**src/rtl/fifo_rr_arbiter_pkg.sv**
```systemverilog
// Shared constants, FSM encoding and helpers for the VC FIFO round-robin arbiter.
package fifo_rr_arbiter_pkg;

  localparam int DATA_W = 12;
  localparam int N_IN   = 4;
  localparam int IDX_W  = 2;
  localparam int CNT_W  = 16;

  typedef enum logic [1:0] {
    IDLE  = 2'd0,
    RUN   = 2'd1,
    DRAIN = 2'd2
  } arb_state_e;

  // Encoding of the control FSM state whose decode drives the arbiter enable.
  localparam logic [3:0] CTRL_ACTIVE = 4'd3;

  function automatic logic ctrl_enable(input logic [3:0] ctrl_state);
    return (ctrl_state == CTRL_ACTIVE);
  endfunction

  function automatic logic [N_IN-1:0] idx_to_onehot(input logic [IDX_W-1:0] idx);
    return {{(N_IN-1){1'b0}}, 1'b1} << idx;
  endfunction

endpackage

```
**src/rtl/fifo_rr_arbiter_picker.sv**
```systemverilog
// Combinational round-robin picker: first eligible requester after `last`, wrapping.
module rr_priority_picker
  import fifo_rr_arbiter_pkg::*;
(
  input  logic [N_IN-1:0]  eligible,
  input  logic [IDX_W-1:0] last,
  output logic [N_IN-1:0]  grant,
  output logic [IDX_W-1:0] grant_idx,
  output logic             any
);

  logic [IDX_W-1:0] cand_s;
  logic             hit_s;

  // Walk last+1 .. last+4 (mod 4); the first eligible candidate wins.
  always_comb begin
    grant_idx = {IDX_W{1'b0}};
    any       = 1'b0;
    cand_s    = {IDX_W{1'b0}};
    hit_s     = 1'b0;
    for (int k = 1; k <= N_IN; k++) begin
      cand_s    = last + IDX_W'(k);
      hit_s     = !any && eligible[cand_s];
      grant_idx = hit_s ? cand_s : grant_idx;
      any       = any | hit_s;
    end
    grant = any ? idx_to_onehot(grant_idx) : {N_IN{1'b0}};
  end

endmodule

```
**src/rtl/fifo_rr_arbiter.sv**
```systemverilog
// Drains four VC FIFOs round-robin into one downstream FIFO, one word per cycle,
// with a pop -> mux -> push pipeline and a running count of forwarded words.
module fifo_rr_arbiter
  import fifo_rr_arbiter_pkg::*;
(
  input  logic                   clk,
  input  logic                   reset,
  input  logic                   enable,
  input  logic [N_IN-1:0]        empty_in,
  input  logic [N_IN*DATA_W-1:0] data_in,
  input  logic                   alm_full_out,
  output logic [N_IN-1:0]        pop,
  output logic                   push_out,
  output logic [DATA_W-1:0]      data_out,
  output logic [IDX_W-1:0]       grant_id,
  output logic [CNT_W-1:0]       word_count
);

  arb_state_e        state_r;
  arb_state_e        state_nxt_s;
  logic [IDX_W-1:0]  last_r;
  logic [N_IN-1:0]   popped_r;
  logic [N_IN-1:0]   eligible_s;
  logic [N_IN-1:0]   grant_s;
  logic [IDX_W-1:0]  grant_idx_s;
  logic              any_s;
  logic              pop_en_s;
  logic              v1_r;
  logic [IDX_W-1:0]  gid1_r;
  logic              push_r;
  logic [DATA_W-1:0] data_r;
  logic [IDX_W-1:0]  grant_id_r;
  logic [CNT_W-1:0]  word_count_r;
  logic [DATA_W-1:0] word_s;

  // A FIFO popped last cycle still shows stale non-empty; mask it for one cycle.
  assign eligible_s = ~empty_in & ~popped_r;

  rr_priority_picker u_picker (
    .eligible  (eligible_s),
    .last      (last_r),
    .grant     (grant_s),
    .grant_idx (grant_idx_s),
    .any       (any_s)
  );

  // Next-state decode and pop qualification (enable gates the pop combinationally).
  always_comb begin
    state_nxt_s = state_r;
    case (state_r)
      IDLE:    state_nxt_s = enable ? RUN : IDLE;
      RUN:     state_nxt_s = enable ? RUN : DRAIN;
      DRAIN:   state_nxt_s = enable ? RUN : ((v1_r || push_r) ? DRAIN : IDLE);
      default: state_nxt_s = IDLE;
    endcase
    pop_en_s = (state_r == RUN) && enable && !alm_full_out && any_s;
  end

  assign pop    = pop_en_s ? grant_s : {N_IN{1'b0}};
  assign word_s = data_in[int'(gid1_r) * DATA_W +: DATA_W];

  // FSM state, round-robin pointer and pop-mask registers.
  always_ff @(posedge clk or posedge reset) begin
    if (reset) begin
      state_r  <= IDLE;
      last_r   <= 2'd3;
      popped_r <= 4'b0000;
    end else begin
      state_r  <= state_nxt_s;
      last_r   <= pop_en_s ? grant_idx_s : last_r;
      popped_r <= pop;
    end
  end

  // Two-stage data pipeline; the count advances in step with push_out.
  always_ff @(posedge clk or posedge reset) begin
    if (reset) begin
      v1_r         <= 1'b0;
      gid1_r       <= 2'd0;
      push_r       <= 1'b0;
      data_r       <= 12'h000;
      grant_id_r   <= 2'd0;
      word_count_r <= 16'h0000;
    end else begin
      v1_r   <= pop_en_s;
      gid1_r <= pop_en_s ? grant_idx_s : gid1_r;
      push_r <= v1_r;
      if (v1_r) begin
        data_r       <= word_s;
        grant_id_r   <= gid1_r;
        word_count_r <= word_count_r + 16'd1;
      end else begin
        data_r       <= data_r;
        grant_id_r   <= grant_id_r;
        word_count_r <= word_count_r;
      end
    end
  end

  assign push_out   = push_r;
  assign data_out   = data_r;
  assign grant_id   = grant_id_r;
  assign word_count = word_count_r;

endmodule
```
**config.mk**
```make
export PLATFORM = sky130hd
export DESIGN_NAME = fifo_rr_arbiter
export DESIGN_NICKNAME = d
export VERILOG_FILES = /design/src/rtl/fifo_rr_arbiter_pkg.sv /design/src/rtl/fifo_rr_arbiter_picker.sv /design/src/rtl/fifo_rr_arbiter.sv
export SDC_FILE = /design/constraint.sdc
export NUM_CORES = 1
export LEC_CHECK = 0
export ABC_AREA = 1
export CAP_MARGIN = 5
export CORE_UTILIZATION = 39
export CTS_CLUSTER_SIZE = 10
export DETAILED_ROUTE_END_ITERATION = 10
export GPL_TIMING_DRIVEN = 1
export HOLD_SLACK_MARGIN = 0.08
export PLACE_DENSITY = 0.75
export SLEW_MARGIN = 25
export SYNTH_ARGS = -nofsm -noshare
export SYNTH_HDL_FRONTEND = slang
export SYNTH_SLANG_ARGS = --single-unit
```
**constraint.sdc**
```tcl
create_clock -name clk -period 1.7 [get_ports clk]
set_clock_uncertainty 0.05 [all_clocks]
set_input_delay 0.34 -clock clk [delete_from_list [all_inputs] [get_ports clk]]
set_output_delay 0.34 -clock clk [all_outputs]
set_load 0.01 [all_outputs]
```
---- Word-level counts from Yosys, hierarchy flattened ----
Index checks and enable logic that the tools add are counted.
operators by class
  shift operators ......................... 2
  mux-type cells .......................... 19
  eq/ne operators ......................... 2
  magnitude comparators ................... 4
  bitwise logic cells ..................... 6
  reduce and logical (&&, ||, !) cells .... 12
  multipliers ............................. 1
  add/subtract/negate cells ............... 4
operators by type and width
  operator                                                                      number
  48-bit by 7-bit variable part select with 12-bit output                       1
  16-bit by 1-bit adder with 16-bit output, second input constant               1
  2-bit 2-to-1 mux                                                              7
  2-bit by 3-bit less-than comparator with 1-bit output, second input constant  4
  1-bit binary-select mux with 2-bit select                                     4
  4-bit 2-to-1 mux                                                              2
  4-bit NOT                                                                     2
  1-bit logical AND                                                             6
  2-bit case mux with 3 select lines                                            1
  1-bit 2-to-1 mux                                                              5
  2-bit adder, second input constant                                            2
  4-bit AND                                                                     1
  1-bit zero test                                                               4
  2-bit by 2-bit multiplier with 4-bit output, second input constant            1
  1-bit by 2-bit << shifter with 4-bit output, first input constant             1
  1-bit bitwise OR                                                              3
  2-bit by 1-bit adder with 2-bit output, second input constant                 1
  2-bit by 1-bit == test with 1-bit output, second input constant               1
  2-bit == test, second input constant                                          1
  2-bit zero test                                                               1
  1-bit logical OR                                                              1
storage, ports and cells
  logic and storage cells ................. 59
  output and inout bits ................... 35
  input bits .............................. 56
  flip-flop bits (word level) ............. 42

---- Depth between registers and ports, before layout ----
Gate-level depths: netlist (run 1).
  word-level depth ........................ 16
  gate-level depth with buffers ........... 12
  mapped depth without buffers ............ 11

---- Cells and area by module ----
A second synthesis (run 1) with hierarchy kept.
second synthesis, totals
  cell total of the unflattened synthesis .. 338
  area, all modules ....................... 2,587.5 µm²
modules (own cells, without submodules)
  module              times used  cells an instance  area an instance (µm²)
  fifo_rr_arbiter     1           263                2,208.4
  rr_priority_picker  1           75                 379.1

---- Worst setup path before layout (run 1) ----
OpenSTA, ideal clock, no wires.
  kind .................................... flip-flop to output port
  from .................................... register last_r[0]
  to ...................................... output port pop[2]
  data required time ...................... 1.310 ns
  path slack .............................. -0.161 ns
  arrival ................................. 1.471 ns
  cell stages (with the launch flop) ...... 12
  cells stage by stage .................... dfstp_2 -> buf_6 -> inv_4 -> nand2_2 -> nand2_1 -> nand2_1 -> inv_1 -> o21ai_0 -> nand2_1 -> nand2_1 -> inv_1 -> nor2_1
on the way
  word-level cells in the longest chain between the ends .. 15
  elaborated cells between the ends (all ways) .. 28
RTL lines
  element                                      line                          source
  start: declaration                           fifo_rr_arbiter.sv:21         logic [IDX_W-1:0] last_r;
  start signal: assignment                     fifo_rr_arbiter.sv:70         last_r <= pop_en_s ? grant_idx_s : last_r;
  2-bit by 1-bit adder with 2-bit output       fifo_rr_arbiter_picker.sv:22  cand_s = last + IDX_W'(k);
  1-bit binary-select mux with 2-bit select    fifo_rr_arbiter_picker.sv:23  hit_s = !any && eligible[cand_s];
  1-bit 2-to-1 mux (not written as such)       fifo_rr_arbiter_picker.sv:23
  1-bit zero test                              fifo_rr_arbiter_picker.sv:23
  1-bit logical AND                            fifo_rr_arbiter_picker.sv:23
  1-bit bitwise OR                             fifo_rr_arbiter_picker.sv:25  any = any | hit_s;
  1-bit zero test                              fifo_rr_arbiter_picker.sv:23
  1-bit logical AND                            fifo_rr_arbiter_picker.sv:23
  1-bit bitwise OR                             fifo_rr_arbiter_picker.sv:25
  1-bit zero test                              fifo_rr_arbiter_picker.sv:23
  1-bit logical AND                            fifo_rr_arbiter_picker.sv:23
  2-bit 2-to-1 mux                             fifo_rr_arbiter_picker.sv:24  grant_idx = hit_s ? cand_s : grant_idx;
  1-bit by 2-bit << shifter with 4-bit output  fifo_rr_arbiter_pkg.sv:23     return {{(N_IN-1){1'b0}}, 1'b1} << idx;
  4-bit 2-to-1 mux                             fifo_rr_arbiter_picker.sv:27  grant = any ? idx_to_onehot(grant_idx) : {N_IN{1'b0}};
  4-bit 2-to-1 mux (*)                         fifo_rr_arbiter.sv:59         assign pop = pop_en_s ? grant_s : {N_IN{1'b0}};
  end: declaration                             fifo_rr_arbiter.sv:12         output logic [N_IN-1:0] pop,
Every way passes the cells marked *; elsewhere a longest branch is shown, timed or not. The select of a mux whose other input is x is not followed.

---- Worst setup path in the final report (run 1) ----
  from .................................... register last_r[0]
  to ...................................... output port pop[3]
The elaborated chain is that of the path after synthesis.

==> results.py, run 1 <==
metrics = {
    "route": {
        "post-route-drc-count": 0,
        "dr.pass1.iters": 4,
        "vias_per_cell": 4.78,
        "wl_per_cell_um": 12.3,
        "ant_nets": 0,
        "vias": 2334,
        "drt_wl_total_um": 6010,
        "drtIter0Drc": 86,
    },
    "sta": {
        "whs_ps": 339,
        "fin_crit_sh_pct": 141,
        "worst_pin_slew_ps": 425,
        "drv_slew": 0,
        "finalSetupTns_ps": -3820,
        "slew_headroom_pct": 71.7,
        "hold_viol_final": 0,
        "layout_setup_ws_ps": -698,
        "period_needed_ps": 2400,
        "setup_viol": 11,
        "rsz0062_at_grt": "yes",
        "fmax_mhz": 417,
    },
    "place": {
        "numPortBuffers": 90,
        "dp_slack_ps": -958,
        "globalplace.congestion": 0.909,
        "dp_hpwl_um": 4360,
    },
    "die": {
        "start_util_pct": 40.8,
        "die_y_um": 78.4,
        "io_pins": 91,
        "fp.coreArea_um2": 5570,
        "die_w_um": 78.4,
        "die-area_um2": 6140,
        "rows": 27,
    },
    "critical_path": {
        "r2r_end": "last_r[0]",
        "r2r-start": "last_r[0]",
        "crit_end": "pop[3]",
        "reg2reg_depth": 13,
        "startpoint": "last_r[0]",
        "cp.required_ps": 1310,
        "worstPathArrival_ps": 2010,
        "startpoint_type": "register",
        "crit_path_end_kind": "output pin",
        "cp_max_fo": 7,
        "r2r_setup_slack_ps": -340,
        "crit_type": "register to output pin",
    },
    "global_routing": {
        "grt_pass1_wl_um": 9430,
        "grt_pass1_vias": 2198,
        "overflow": 0,
        "track_usage_pct": 19.8,
        "antenna_found_initial": 0,
        "grt_max_degree": 43,
    },
    "clock_network": {
        "cts_buffers": 5,
        "clock_latency_ps": 290,
        "numClockSinks": 42,
        "cts.reportedPaths.clkPinSlew_ps": 80,
        "cts.path.max_buffers": 2,
        "h-tree-depth": 2,
        "ctsRootBufferMaster": "clkbuf_8",
        "cts_tree": "built",
    },
    "synthesis": {
        "synth_adder_area_share_pct": 0.550,
        "syn_avg_cell_area_um2": 7.90,
        "syn-cell-area_um2": 2270,
        "synth-xor-area-share_pct": 5.39,
        "synth_top_cell_by_area": "dfrtp_1",
        "synthMuxAreaShare_pct": 0,
        "synth_top_area_share_pct": 44.0,
        "synthSimpleGateAreaFrac_pct": 30.5,
        "synth-compound-area-share_pct": 11.5,
        "synth_seq_cells": 42,
        "synthCells": 288,
        "netlist-cell-type-count": 28,
        "synth_area_leaders": "dfrtp_1 44%, nor2_1 12%, nand2_1 6.9%",
        "ys.warnings.count": 0,
        "synth-seq-area-share_pct": 46.3,
        "syn_nets": 345,
        "synth_top_family_by_area": "simple AND/OR/NAND/NOR gates",
    },
    "finish": {
        "layout_commonest_cell": "clkdlybuf4s50_1",
        "ff_latch_area_um2": 1060,
        "fin_nets": 472,
        "drive_gt1_share_pct": 24.5,
        "syn_to_final_growth_pct": 66.3,
        "final_cell_mix": "84 x clkdlybuf4s50_1, 68 x nor2_1, 38 x buf_4",
        "diodes": 0,
        "multiInputGateArea_um2": 1230,
        "fillCellCount": 455,
    },
    "outcome": {
        "status": "complete, but fails checks",
        "violations": "negative setup slack",
    },
    "power_and_ir_drop": {
        "leakagePower_nw": 1.74,
        "finalPower_w": 0.00526,
        "ir_worst_vdd_uv": 670,
        "p_per_area_nw_per_um2": 1390,
    },
    "hold_path": {
        "min-delay-path-class": "input pin to async pin",
    },
    "run": {
        "max-cap-violations": 0,
    },
}
## routing by layer
| metal | wire length [um] | up-vias | global-route usage, % |
|---|---|---|---|
| li1 | - | 1189 | - |
| met1 | 2440 | 1051 | 22.9 |
| met2 | 2980 | 83 | 33.6 |
| met3 | 477 | 11 | 6.86 |
| met4 | 115 | 0 | 7.96 |
| met5 | 0 | - | 0 |
## worst max-delay path, stage by stage, from the launching register on
cell      delay, ps
dfstp_2         620
clkinv_4        130
nand2_1         110
nand3_1         100
nand2_2         100
nand2_1          90
nand2_1          80
nand2_2          80
nand2_2         100
nand2_4          70
nor2_4          130
buf_6           120
## what timing repair did
item,CTS,global route
hold buffers,0,0
pin swaps,5,10
resized for setup,26,26
setup endpoints to repair,14,20
setup buffers,4,19
## state kept, by name, indices dropped and copies added (netlist names)
register	flops
popped_r	4
last_r	2
word_count	16
v1_r	1
grant_id	2
state_r	2
data_out	12
push_out	1
gid1_r	2
## power breakdown
group	leakage [nW]	switching (W)	internal (W)
clock network	0.0579	0.000327	0.000432
logic	1.16	0.00160	0.00140
registers	0.521	0.000211	0.00129
total	1.74	0.00214	0.00312
## cell usage after synthesis
cell type / n
a211oi_1: 1
a21oi_1: 2
a31oi_1: 13
buf_2: 3
buf_6: 1
clkbuf_1: 7
dfrtp_1: 40
dfstp_2: 2
ha_1: 1
inv_1: 18
inv_2: 1
inv_4: 1
nand2_1: 42
nand2_2: 6
nand2_4: 3
nand3_1: 12
nand3_2: 3
nand3_4: 1
nand3b_1: 1
nand4_1: 5
nor2_1: 74
nor2_2: 2
nor2_4: 2
nor4_1: 1
o21a_1: 1
o21ai_0: 31
xnor2_1: 5
xor2_1: 9
## kinds of logic (layout without fill, tap and decap cells)
| kind of cell | Yosys count | in the layout |
|---|---|---|
| DFF | 42 | 42 |
| adders and majority gates | 1 | 1 |
| xor gates and xnor gates | 14 | 14 |
| buffers and inverters | 31 | 159 |
| and+or+nand+nor | 152 | 152 |
| AOI/OAI and AO/OA | 48 | 48 |
## final cells by class
type	instances	area share (%)
multi-input combinational	215	32.4
sequential	42	28.0
clock buffer	5	1.82
timing repair buffer	131	32.2
clock inverter	3	1.06
tap	72	2.38
inverter	20	2.12
## stage by stage
stage / instances / util (%) / cell area, um^2
2_1_floorplan: 288 / - / 2310
3_3_place_gp: 457 / 60.9 / 3400
3_5_place_dp: 457 / 60.9 / 3400
4_1_cts: 469 / 63.6 / 3550
5_1_grt: 488 / 67.9 / 3780
6_report: 488 / 67.9 / 3780
## worst min path at each step
stage,start,end,slack [ps],cells after the start
global route,reset,word_count[14],360,3
detailed placement,word_count[14],word_count[14],440,1
finish,reset,word_count[14],340,3
CTS,reset,word_count[14],340,3
global placement,word_count[14],word_count[14],440,1
floorplan,v1_r,push_out,360,0
(Power assumes the default switching activity.)
==> inputs of run 2 (changes only) <==
Settings changed: CORE_MARGIN set to 4, CORE_UTILIZATION 39 to 40, CTS_BUF_LIST set to sky130_fd_sc_hd__clkbuf_2 sky130_fd_sc_hd__clkbuf_4 sky130_fd_sc_hd__clkbuf_8, PLACE_DENSITY 0.75 to 0.77.
==> results.py, run 2 (synthesis results as in run 1) <==
metrics = {
    "outcome": {
        "status": "complete, but fails checks",
        "violations": "negative setup slack",
    },
    "critical_path": {
        "reg2reg_depth": 13,
        "crit_path_end_kind": "output pin",
        "cp_slowest_stage_delay_ps": 690,
        "cp_max_fo": 6,
        "critical_path.cell_chain": "buf_6 -> nand2_4 -> nand2_4 -> nand2_4 -> nand2_2 -> nand2_2 -> nand2_4 -> nand2_4 -> nand2_4 -> nand2_4 -> nor2_2 -> buf_2",
        "cpLargestDelayFamily": "simple AND/OR/NAND/NOR gates",
        "startpoint_type": "register",
        "crit_cells": 12,
        "slowest_stage": "dfstp_2",
        "crit_type": "register to output pin",
        "crit_buf_inv": 2,
        "cp.required_ps": 1310,
        "cpMostUsedCell": "nand2_4",
        "worstPathArrival_ps": 2120,
    },
    "sta": {
        "rsz0062_at_grt": "yes",
        "layout_setup_ws_ps": -809,
        "hold_viol_final": 0,
        "drv_slew": 0,
        "slew_headroom_pct": 71.5,
        "worst_pin_slew_ps": 426,
        "setup_viol": 13,
        "fin_crit_sh_pct": 148,
        "period_needed_ps": 2510,
        "finalSetupTns_ps": -4850,
        "fmax_mhz": 399,
    },
    "finish": {
        "final_cell_mix": "82 x clkdlybuf4s50_1, 68 x nor2_1, 34 x dfrtp_1",
        "drive_gt1_share_pct": 27.8,
        "instances_no_fill": 485,
        "largest_register_ffs": 16,
        "diodes": 0,
        "layout_commonest_cell": "clkdlybuf4s50_1",
        "syn_to_final_growth_pct": 72.2,
        "design_area_um2": 3920,
        "fin_nets": 469,
    },
    "clock_network": {
        "numClockSinks": 42,
        "cts.reportedPaths.clkPinSlew_ps": 90,
        "h-tree-depth": 2,
        "cts_hold_buf": 0,
        "clock_latency_ps": 290,
        "cts_tree": "built",
        "cts.path.max_buffers": 2,
        "cts_buffers": 5,
        "ctsRootBufferMaster": "clkbuf_8",
    },
    "route": {
        "ant_nets": 0,
        "vias": 2417,
        "wl_per_cell_um": 15.1,
        "vias_per_cell": 4.98,
        "drtIter0Drc": 101,
        "drt_wl_total_um": 7330,
        "post-route-drc-count": 0,
        "dr.pass1.iters": 5,
    },
    "place": {
        "place_area_um2": 3390,
        "globalplace.congestion": 0.860,
        "numPortBuffers": 90,
        "place_inst": 458,
        "dp_hpwl_um": 4770,
    },
    "power_and_ir_drop": {
        "p_per_area_nw_per_um2": 1500,
        "finalPower_w": 0.00586,
        "leakagePower_nw": 1.83,
        "ir_worst_vdd_uv": 911,
    },
    "global_routing": {
        "overflow": 0,
        "track_usage_pct": 18.7,
        "grt_max_degree": 27,
        "grt_pass1_wl_um": 10700,
        "antenna_found_initial": 0,
        "grt_pass1_vias": 2243,
    },
    "die": {
        "rows": 27,
        "die-area_um2": 6960,
        "die_y_um": 83.4,
        "die_w_um": 83.4,
        "io_pins": 91,
        "fp.coreArea_um2": 5510,
        "start_util_pct": 41.3,
    },
    "run": {
        "max-cap-violations": 0,
    },
    "hold_path": {
        "min-delay-path-class": "input pin to async pin",
    },
}
[run 2: cell count changes in the layout (fill, tap and decap cells not counted), moves of 3 or more]
cell	delta
dlymetal6s2s_1	+3
nand2_4	+12
buf_6	+3
nand3_1	-3
buf_4	-6
nand2_1	-11
[run 2: cell type report]
cell class                 count  area [um^2]
clock buffer                   7         83.8
fill                         428         1590
clock inverter                 1         30.0
tap                           72         90.1
timing repair buffer         128         1220
sequential                    42         1060
inverter                      20         85.1
multi-input combinational    215         1350
[run 2: where the power goes]
group	switching [W]	total [W]	internal (W)	leakage [nW]
combinational	0.00191	0.00352	0.00161	1.25
clock	0.000341	0.000813	0.000472	0.0593
sequential	0.000247	0.00153	0.00129	0.518
total	0.00250	0.00586	0.00336	1.83
[run 2: tightest hold or removal path, cell delays in order]
cell             delay (ps)
clkdlybuf4s50_1         410
clkinv_1                 70
buf_4                   270
[run 2: metrics by stage]
| step | worst slack [ps] | hold slack, ps | util, % |
|---|---|---|---|
| global route | -915 | 363 | 71.1 |
| finish | -809 | 349 | 71.1 |
| global placement | -930 | 422 | 61.6 |
| floorplan | -122 | 361 | - |
| detailed placement | -968 | 429 | 61.6 |
| CTS | -722 | 352 | 64.2 |
[run 2: layer usage]
metal	GRT usage [%]	vias to the layer above	wire, um
li1	-	1182	-
met1	22.0	1133	2910
met2	32.8	86	3780
met3	5.65	16	485
met4	5.56	0	155
met5	0	-	0
[run 2: worst paths after layout]
path                        startpoint     endpoint  slack [ps]
min in group clk           grant_id[0]  grant_id[0]         450
max in group asynchronous        reset    last_r[0]         960
setup reg to reg             last_r[0]  popped_r[0]        -330
hold reg to reg            grant_id[0]  grant_id[0]         450
hold / removal                   reset   state_r[0]         350
setup / recovery             last_r[0]       pop[1]        -810
[run 2: timing repair]
action / in CTS / in global routing
setup buffers: 3 / 16
gates cloned: 0 / 0
gates resized for setup: 27 / 65
pin swaps: 6 / 14
endpoints found under the setup margin: 15 / 25
==> inputs of run 3 (changes only) <==
Settings changed: GPL_ROUTABILITY_DRIVEN set to 0.
==> results of run 3 <==
No change in the layout: final DEF, timing and power equal those of run 2.
==> RTL change: new RTL, flow settings as in run 2 <==
Register the output `word_count` once more, cleared by the reset; this adds one clock of latency there. The other outputs are not delayed to match.
--- a/src/rtl/fifo_rr_arbiter.sv
+++ b/src/rtl/fifo_rr_arbiter.sv
@@ -100,6 +100,12 @@
   assign push_out   = push_r;
   assign data_out   = data_r;
   assign grant_id   = grant_id_r;
-  assign word_count = word_count_r;
+  always_ff @(posedge clk or posedge reset) begin
+    if (reset) begin
+      word_count <= '0;
+    end else begin
+      word_count <= word_count_r;
+    end
+  end
 
 endmodule
Behaviour: not the same (Yosys sat finds a counterexample within 4 cycles, from zero or initial values and one cycle with reset high).
==> RTL change against run 2 <==
The flow still finishes with violations (setup timing); total power up 20%; area after synthesis up 23%; combinational power up 5%; routed wire length down 0.57%; cell area up 15%; sequential cell count up 16; maximum frequency down 1.8%; setup slack worse by 46 ps.
==> RTL change: results (changes against run 2) <==
| Metric | Value |
|---|---|
| Failing checks | setup timing |
| Syn Nets | 386 (+12%) |
| Filler cells | 542 (+27%) |
| Leak pwr | 0.00209 µW (+14%) |
| First-pass GRT wire length | 11,600 µm (+8.0%) |
| Peak VDD IR | 0.000668 V (-27%) |
| Multi-input gates | 237 (+10%) |
| Final setup fails | 13 (unchanged) |
| Leading post-synthesis cells by instance count | 75 x nor2_1, 57 x nand2_1, 56 x dfrtp_1 |
| TritonCTS Buffers | 9 (+4) |
| Cell count after synthesis | 329 (+14%) |
| Worst-path fanout max | 7 (+1) |
| NonClk Buf Share | 26.9% (-4.2 points) |
| Area post-placement | 3920 µm² (+16%) |
| H-tree Lvls | 3 (+1) |
| Status | complete, but fails checks |
| Reg area | 1450 µm² (+37%) |
| Area of the multi-input gates | 1390 µm² (+3.2%) |
| Layout area overhead | 60.2% |
| Largest cells by area after synthesis | dfrtp_1 50%, nor2_1 10%, nand2_1 7.6% |
| Drt pass-1 iters | 4 (-1) |
| Placer congestion estimate | 0.914 (+6.3%) |
| Share of cells above drive strength 1 | 23.1% (-4.8 points) |
| Setup ws final | -854 ps (-45.6 ps) |
| N_taps | 96 (+33%) |
| Reg-to-reg slack, setup | -300 ps (+30 ps) |
| Vias/cell | 4.71 (-5.6%) |
| Register area share after synthesis | 51.9% (+5.5 points) |
| Library cells used by synthesis | 30 (+7.1%) |
| DP Wirelength | 5050 µm (+5.8%) |
RTL change: power by group:
group,internal (µW),switching [µW],total [µW],leakage (µW)
logic,1650,2040,3690,0.00123
registers,1710,227,1930,0.000746
clock network,867,548,1410,0.000112
RTL change: worst max-delay path: cells and delay by family, from the launching register on:
family / cells / cell delay, ps
buffers and inverters: 3 / 380
DFF: 1 / 600
and+or+nand+nor: 9 / 870
RTL change: repair_timing:
item | in CTS | in global routing
buffers inserted | 13 | 2
pin swaps | 8 | 7
gates resized for setup | 40 | 31
endpoints found under the setup margin | 12 | 15
RTL change: routing by layer:
layer	part of all wire, %	routed length [µm]	vias to the layer above	global-route usage (%)
met5	0	0	-	0
met2	48	3470	99	29.2
met1	42	3050	1186	19.9
met3	8.9	650	11	6.89
li1	-	-	1297	-
met4	1.7	127	0	5.57
RTL change: worst min-delay path by stage:
stage	cells past startpoint	slack, ps	start	end
floorplan	0	320	word_count_r[15]	word_count[15]
global placement	0	330	word_count_r[15]	word_count[15]
detailed placement	0	330	word_count_r[15]	word_count[15]
CTS	0	350	word_count_r[15]	word_count[15]
global route	0	360	word_count_r[15]	word_count[15]
finish	0	350	word_count_r[15]	word_count[15]
RTL change: cell families (layout without fill, tap and decap cells):
| group | Yosys count | count (layout) | share of synthesized area [%] |
|---|---|---|---|
| simple gates | 179 | 179 | 29.5 |
| flops | 58 | 58 | 51.9 |
| compound gates | 42 | 42 | 8.21 |
| buf+inv | 34 | 160 | 5.27 |
| xor+xnor | 15 | 15 | 4.69 |
| fa+ha+maj | 1 | 1 | 0.446 |
